$ cat config.mk
export PLATFORM = sky130hd
export DESIGN_NAME = q_add_flat
export DESIGN_NICKNAME = d
export VERILOG_FILES = /design/src/rtl/q_add_if.sv /design/src/rtl/q_add.sv /design/src/flat_wrapper.sv
export SDC_FILE = /design/constraint.sdc
export NUM_CORES = 1
export LEC_CHECK = 0
export CAP_MARGIN = 20
export CORE_MARGIN = 3
export CORE_UTILIZATION = 57
export CTS_CLUSTER_SIZE = 12
export DETAILED_ROUTE_END_ITERATION = 6
export PLACE_DENSITY = 0.83
export SLEW_MARGIN = 20
export SYNTH_ARGS = -nofsm -noshare
export SYNTH_HDL_FRONTEND = slang
export SYNTH_SLANG_ARGS = --single-unit
$ cat constraint.sdc
create_clock -name clk -period 5.1 [get_ports clk]
set_input_delay 1.02 -clock clk [delete_from_list [all_inputs] [get_ports clk]]
set_output_delay 1.02 -clock clk [all_outputs]
set_load 0.005 [all_outputs]
$ cat src/rtl/q_add_if.sv
// Operand/result bundle for the sign-magnitude Q-format adder.
// in_valid qualifies add1/add2 for one cycle; out_valid qualifies sum/overflow for one cycle; no backpressure.
interface q_add_if #(
    parameter int N = 32
);
    logic         in_valid;
    logic [N-1:0] add1;
    logic [N-1:0] add2;
    logic [N-1:0] sum;
    logic         overflow;
    logic         out_valid;

    modport master (
        output in_valid, add1, add2,
        input  sum, overflow, out_valid
    );

    modport slave (
        input  in_valid, add1, add2,
        output sum, overflow, out_valid
    );
endinterface

$ cat src/rtl/q_add.sv
// Registered sign-magnitude fixed-point adder: combinational add/subtract of the
// magnitudes followed by a single output register stage (latency 1, throughput 1).
module q_add #(
    parameter int N = 32,
    parameter int Q = 15
) (
    input  logic    clk,
    input  logic    rst,
    q_add_if.slave  bus
);
    // Q only marks the binary point; reject a point that falls outside the magnitude field.
    if (Q < 0 || Q > N - 1) begin : g_bad_q
        $error("q_add: Q must lie within the magnitude field");
    end

    logic         sign_a;
    logic         sign_b;
    logic [N-2:0] mag_a;
    logic [N-2:0] mag_b;
    logic [N-1:0] mag_sum;
    logic [N-2:0] res_mag;
    logic         res_sign;
    logic         res_ovf;

    assign sign_a  = bus.add1[N-1];
    assign sign_b  = bus.add2[N-1];
    assign mag_a   = bus.add1[N-2:0];
    assign mag_b   = bus.add2[N-2:0];
    assign mag_sum = {1'b0, mag_a} + {1'b0, mag_b};

    always_comb begin
        res_mag  = '0;
        res_sign = 1'b0;
        res_ovf  = 1'b0;
        if (sign_a == sign_b) begin
            res_mag  = mag_sum[N-2:0];
            res_ovf  = mag_sum[N-1];
            res_sign = sign_a;
        end else if (mag_a > mag_b) begin
            res_mag  = mag_a - mag_b;
            res_sign = sign_a;
        end else if (mag_b > mag_a) begin
            res_mag  = mag_b - mag_a;
            res_sign = sign_b;
        end
        // A zero magnitude is always emitted as +0, including -0 + -0 and a wrap to zero.
        if (res_mag == '0) begin
            res_sign = 1'b0;
        end
    end

    always_ff @(posedge clk) begin
        if (rst) begin
            bus.sum       <= '0;
            bus.overflow  <= 1'b0;
            bus.out_valid <= 1'b0;
        end else begin
            bus.out_valid <= bus.in_valid;
            if (bus.in_valid) begin
                bus.sum      <= {res_sign, res_mag};
                bus.overflow <= res_ovf;
            end
        end
    end
endmodule

$ cat src/flat_wrapper.sv
// flat-port wrapper written by rule: the top's interface ports become plain ports
module q_add_flat 
#(
    parameter int N = 32,
    parameter int Q = 15
)
  (clk, rst, bus_in_valid, bus_add1, bus_add2, bus_sum, bus_overflow, bus_out_valid);
  q_add_if #(.N(N)) bus_i ();
  input  logic clk;
  input  logic rst;
  input wire logic [$bits(bus_i.in_valid)-1:0] bus_in_valid;
  input wire logic [$bits(bus_i.add1)-1:0] bus_add1;
  input wire logic [$bits(bus_i.add2)-1:0] bus_add2;
  output wire logic [$bits(bus_i.sum)-1:0] bus_sum;
  output wire logic [$bits(bus_i.overflow)-1:0] bus_overflow;
  output wire logic [$bits(bus_i.out_valid)-1:0] bus_out_valid;
  assign bus_i.in_valid = bus_in_valid;
  assign bus_i.add1 = bus_add1;
  assign bus_i.add2 = bus_add2;
  assign bus_sum = bus_i.sum;
  assign bus_overflow = bus_i.overflow;
  assign bus_out_valid = bus_i.out_valid;
  q_add #(.N(N), .Q(Q)) u_core (.clk(clk), .rst(rst), .bus(bus_i));
endmodule
---- Yosys cells after proc, flatten, opt, wreduce, memory -nomap -nowiden ----
Cells that the tools add are included.
W data, S select, Z words.
storage, ports and cells
  register bits ........................... 34
  output and inout bits ................... 34
  logic and storage cells ................. 18
cells by class
  $add $sub $neg .......................... 3
  order comparisons ....................... 2
  eq/ne operators ......................... 1
  multiplexer cells ....................... 8
  reduce and logical (&&, ||, !) cells .... 1
operator list
  operator           count
  $mux W31           3
  $gt A31 B31 Y1     2
  $sub A31 B31 Y31   2
  $add A31 B31 Y32   1
  $logic_not A31 Y1  1
  $mux W1            5
  $eq A1 B1 Y1       1

---- Longest topological paths before layout ----
  depth in word-level cells ............... 6
  depth in mapped cells ................... 16
  depth with buffers taken out ............ 15

---- Least setup slack after synthesis ----
Ideal clock, no wire load.
  path type ............................... input to register
  start ................................... in bus_add2[0]
  end ..................................... reg u_core.bus.sum[31]
  library setup time ...................... 0.131 ns
  arrival time ............................ 3.857 ns
  required time ........................... 4.969 ns
  path slack .............................. 1.112 ns
  stages .................................. 15
  buffers on the path ..................... 0
  path through ............................ inv_1 > ha_1 > inv_1 > fa_1 > nand3_1 > a21oi_1 > or3_1 > a21o_1 > a21oi_1 > o21bai_1 > a221o_1 > a22o_1 > or4_1 > nor4_1 > a31oi_1
between the ends
  word-level cells in the longest chain between the ends .. 6
  elaborated cells between the ends (all ways) .. 13
RTL lines
  what                                                RTL line                  source
  start, declared                                     flat_wrapper.sv:13        input wire logic [$bits(bus_i.add2)-1:0] bus_add2;
  $sub A31 B31 Y31 or $gt A31 B31 Y1 (tied branches)  q_add.sv:43, q_add.sv:42
  $mux W31                                            q_add.sv:42               end else if (mag_b > mag_a) begin
  $mux W31                                            q_add.sv:39               end else if (mag_a > mag_b) begin
  $mux W31                                            q_add.sv:35               if (sign_a == sign_b) begin
  $logic_not A31 Y1                                   q_add.sv:47               if (res_mag == '0) begin
  $mux W1 (*)                                         q_add.sv:47
  end signal, assigned                                q_add.sv:60               bus.sum <= {res_sign, res_mag};
  end, declared                                       q_add_if.sv:20            output sum, overflow, out_valid
Mark *: on every way between the ends. The rest lies on a longest branch, timed or not.
A chain may end at the register's enable or synchronous reset.

---- Worst setup path after layout ----
  start ................................... in bus_add2[22]
  end ..................................... reg u_core.bus.sum[31]
The elaborated chain is that of the path after synthesis.

==> summary.txt <==
STA
  • Final Skew: 0 ps
  • RSZ-0062 raised after global routing: false
  • Final Hold Fails: 0
  • Maximum clock rate: 203 MHz
  • Crit share post-route: 0.964
  • Fin crit period: 4920 ps
  • Final setup viols: 0
  • Worst setup margin: 182 ps
  • Worst slew margin: 0.275
  • Pins Over Slew Limit: 0
  • Worst-Margin Slew: 1080 ps

Die
  • Die ar.: 0.0137 mm²
  • # rows: 39
  • I/O Pins: 101
  • Core area: 0.0117 mm²
  • Starting Density: 0.598
  • Die width: 117 µm
  • Die Y-Extent: 117 µm

Min path
  • Hold Path Depth: 2
  • Hold WC Path Type: flop to flop
  • Min-Delay Endpoint: u_core.bus.sum[12]$_SDFFE_PP0P_
  • Hold Path Origin: u_core.bus.sum[12]$_SDFFE_PP0P_

Routing
  • Routed via count: 8910
  • DRT Wirelength: 27700 µm
  • DRC Markers: 0
  • Drt wl/cell: 21.2 µm
  • 1st-pass router iterations: 6
  • Drt via density: 6.82
  • ANT nets after route: 0
  • 1st-iter DRT viols: 1391

Logic synthesis
  • Ys Warns: 0
  • Post-synthesis register bit count: 34
  • EDFF count, synth: 0
  • Async SR Flop Fraction: 0
  • Syn Area/Cell: 6.94 µm²
  • Count of different cell masters after synthesis: 78
  • Post-Synthesis Cell Area: 0.00700 mm²
  • Seq/Total Area, Yosys: 0.0972
  • Cells after Synth: 1009
  • Syn nets: 1173
  • Main synth FF type: dfxtp_1

Setup path
  • Kind of critical path: input pin to flop
  • Reg-to-Reg Start: u_core.bus.sum[31]$_SDFFE_PP0P_
  • Crit Path Max Fanout: 11
  • Worst Reg2Reg Path Length in Cells: 5
  • Startpoint types: input pin
  • Reg2Reg Setup Slack: 3760 ps
  • CP Capture Type: flop
  • R2R Path End: u_core.bus.sum[31]$_SDFFE_PP0P_
  • Critical Path RT: 5250 ps
  • Arrival @ worst endpoint: 5070 ps

Place
  • Place WS: -61.1 ps
  • DP HPWL: 22200 µm
  • PortBufs: 100
  • Routability cong.: 1.03

Run
  • Number of max-cap violations: 0

Final layout
  • N_diodes: 0
  • Finished Core Util: 0.760
  • Layout cells sized above 1: 0.124
  • Area Overhead vs Synth: 27.1%
  • Layout Nets: 1326

Global routing
  • Initial antenna violation count: 0
  • Remaining Overflow, GRT: 0
  • Largest net degree at the start of global routing: 51
  • Vias in the first global route: 8167
  • Overall routing resource usage: 0.395
  • First-pass GRT wire length: 42800 µm

Clock tree
  • CTS H-tree lvls: 2
  • CTS tree: done
  • Sink Count: 34
  • Clock transition at the registers of the reported paths: 50 ps
  • Post-CTS setup buffers: 0
  • Clock buffer depth: 2
  • Clk_lat worst skew: 280 ps
  • Clk root buf: clkbuf_16
  • CTS Buf Count: 5

Pwr
  • Max VDD drop: 0.124 mV
  • Cell Pwr Density: 203 mW/mm²
  • P_leak: 3.91 nW
  • Total power: 1.81 mW

Run status
  • Status: completed
area by class of cell:
| type | instances | area [µm²] |
|---|---|---|
| multi-input cells | 817 | 5740 |
| fillers | 926 | 2810 |
| repair buffers | 201 | 1770 |
| flip-flops and latches | 34 | 681 |
| inverters | 103 | 387 |
| well taps | 143 | 179 |
| clock buffers | 7 | 143 |
| clock inverters | 1 | 5.00 |
routing by layer:
metal	track usage	routed length [µm]
met2	0.612	11700
met4	0.138	1080
met3	0.0802	3450
met5	0	0
met1	0.545	11500
metrics by stage:
stage	setup TNS, ps	hold slack, ps	cell area, µm²	instances
final	0	502	8900	1306
after global routing	0	516	8900	1306
after CTS	0	477	8850	1306
after detailed placement	-61.1	469	8710	1298
after global placement	-2.18	455	8710	1298
after floorplan	0	457	7000	1009
placed cells by master, fill, tap and decap left out, types with 6 or more instances in the layout:
cell type        Yosys  routed
nand3_1             16      16
o221ai_1            12      12
a31oi_1             12      12
nor3_1              22      22
and3_1               7       7
o21ai_0             61      59
a221oi_1            10       9
o21a_1               9       9
a221o_1              7       7
a21oi_1            111     110
and2_1               6       6
a211oi_1            26      26
nand4_1             18      18
nor2_1              92      92
inv_1              102     102
nor4_1               9       7
a2bb2oi_1            7       7
xnor2_1             29      28
o211a_1              6       6
mux2i_1              8       8
buf_4                4     100
clkdlybuf4s50_1      0      99
dfxtp_1             34      34
nand2b_1             8       8
o22ai_1             12      12
a22oi_1              6       6
o21bai_1            16      16
nand2_1             65      65
a21o_1              12      12
ha_1                94      92
nor2b_1             12      12
or2_2                7       7
o211ai_1            17      17
o31ai_1             11      10
flip-flops by register name (all words and copies together) (netlist names):
register	cells
u_core.bus.overflow	1
u_core.bus.out_valid	1
u_core.bus.sum	32
how the worst max path moves through the flow:
stage / from / endpoint / slack [ps] / depth (start not counted)
after global placement: bus_add1[0] / u_core.bus.sum[31]$_SDFFE_PP0P_ / -2 / 15
after floorplan: bus_add2[0] / u_core.bus.sum[31]$_SDFFE_PP0P_ / 1110 / 15
final: bus_add2[22] / u_core.bus.sum[31]$_SDFFE_PP0P_ / 180 / 15
after detailed placement: bus_add2[10] / u_core.bus.sum[31]$_SDFFE_PP0P_ / -60 / 17
after global routing: bus_add2[22] / u_core.bus.sum[31]$_SDFFE_PP0P_ / 2 / 15
after CTS: bus_add2[10] / u_core.bus.sum[31]$_SDFFE_PP0P_ / 220 / 17
cell usage after synthesis (all sizes together), types with 12 or more instances:
cell / count / share of area
nor3: 23 / 0.017
ha: 94 / 0.17
xnor2: 29 / 0.036
o221ai: 12 / 0.015
o21bai: 16 / 0.017
nor2b: 12 / 0.011
buf: 32 / 0.024
a21o: 12 / 0.013
nor2: 93 / 0.050
nand2: 65 / 0.035
o22ai: 12 / 0.011
o211ai: 17 / 0.018
dfxtp: 34 / 0.097
a21oi: 112 / 0.081
nand4: 19 / 0.018
inv: 103 / 0.055
clkbuf: 23 / 0.012
a211oi: 26 / 0.028
o21ai: 61 / 0.044
nand3: 17 / 0.013
a31oi: 12 / 0.011
power breakdown:
group	total (mW)	internal, mW	switching (mW)
combinational	1.20	0.504	0.692
sequential	0.310	0.294	0.0166
clock	0.306	0.193	0.112
total	1.81	0.991	0.821
what timing repair did:
action	4_1_cts	5_1_grt
gates resized for setup	0	11
hold endpoints to repair	0	0
hold buffers	0	0
endpoints found under the setup margin	0	1
cells by family (layout without fill, tap and decap cells):
logic type | Yosys count | count (layout) | share of synthesized area
simple gates | 287 | 287 | 0.202
flops | 34 | 34 | 0.0972
compound gates | 393 | 393 | 0.381
mux | 8 | 8 | 0.0114
buf+inv | 158 | 312 | 0.0918
fa+ha+maj | 97 | 97 | 0.177
xor+xnor | 32 | 32 | 0.0400
critical path: stages:
cell and delay [ps]:
clkdlybuf4s50_1 530, inv_1 60, ha_1 350, a21oi_1 210
o21ai_0 250, a221oi_1 500, nand2_1 230, o21ai_1 280
buf_4 250, o221a_2 210, o22ai_1 160, nor4_2 430
nand4_1 140, nor4_1 320, a31oi_1 120
No activity file was read; power rests on OpenSTA's default activity.
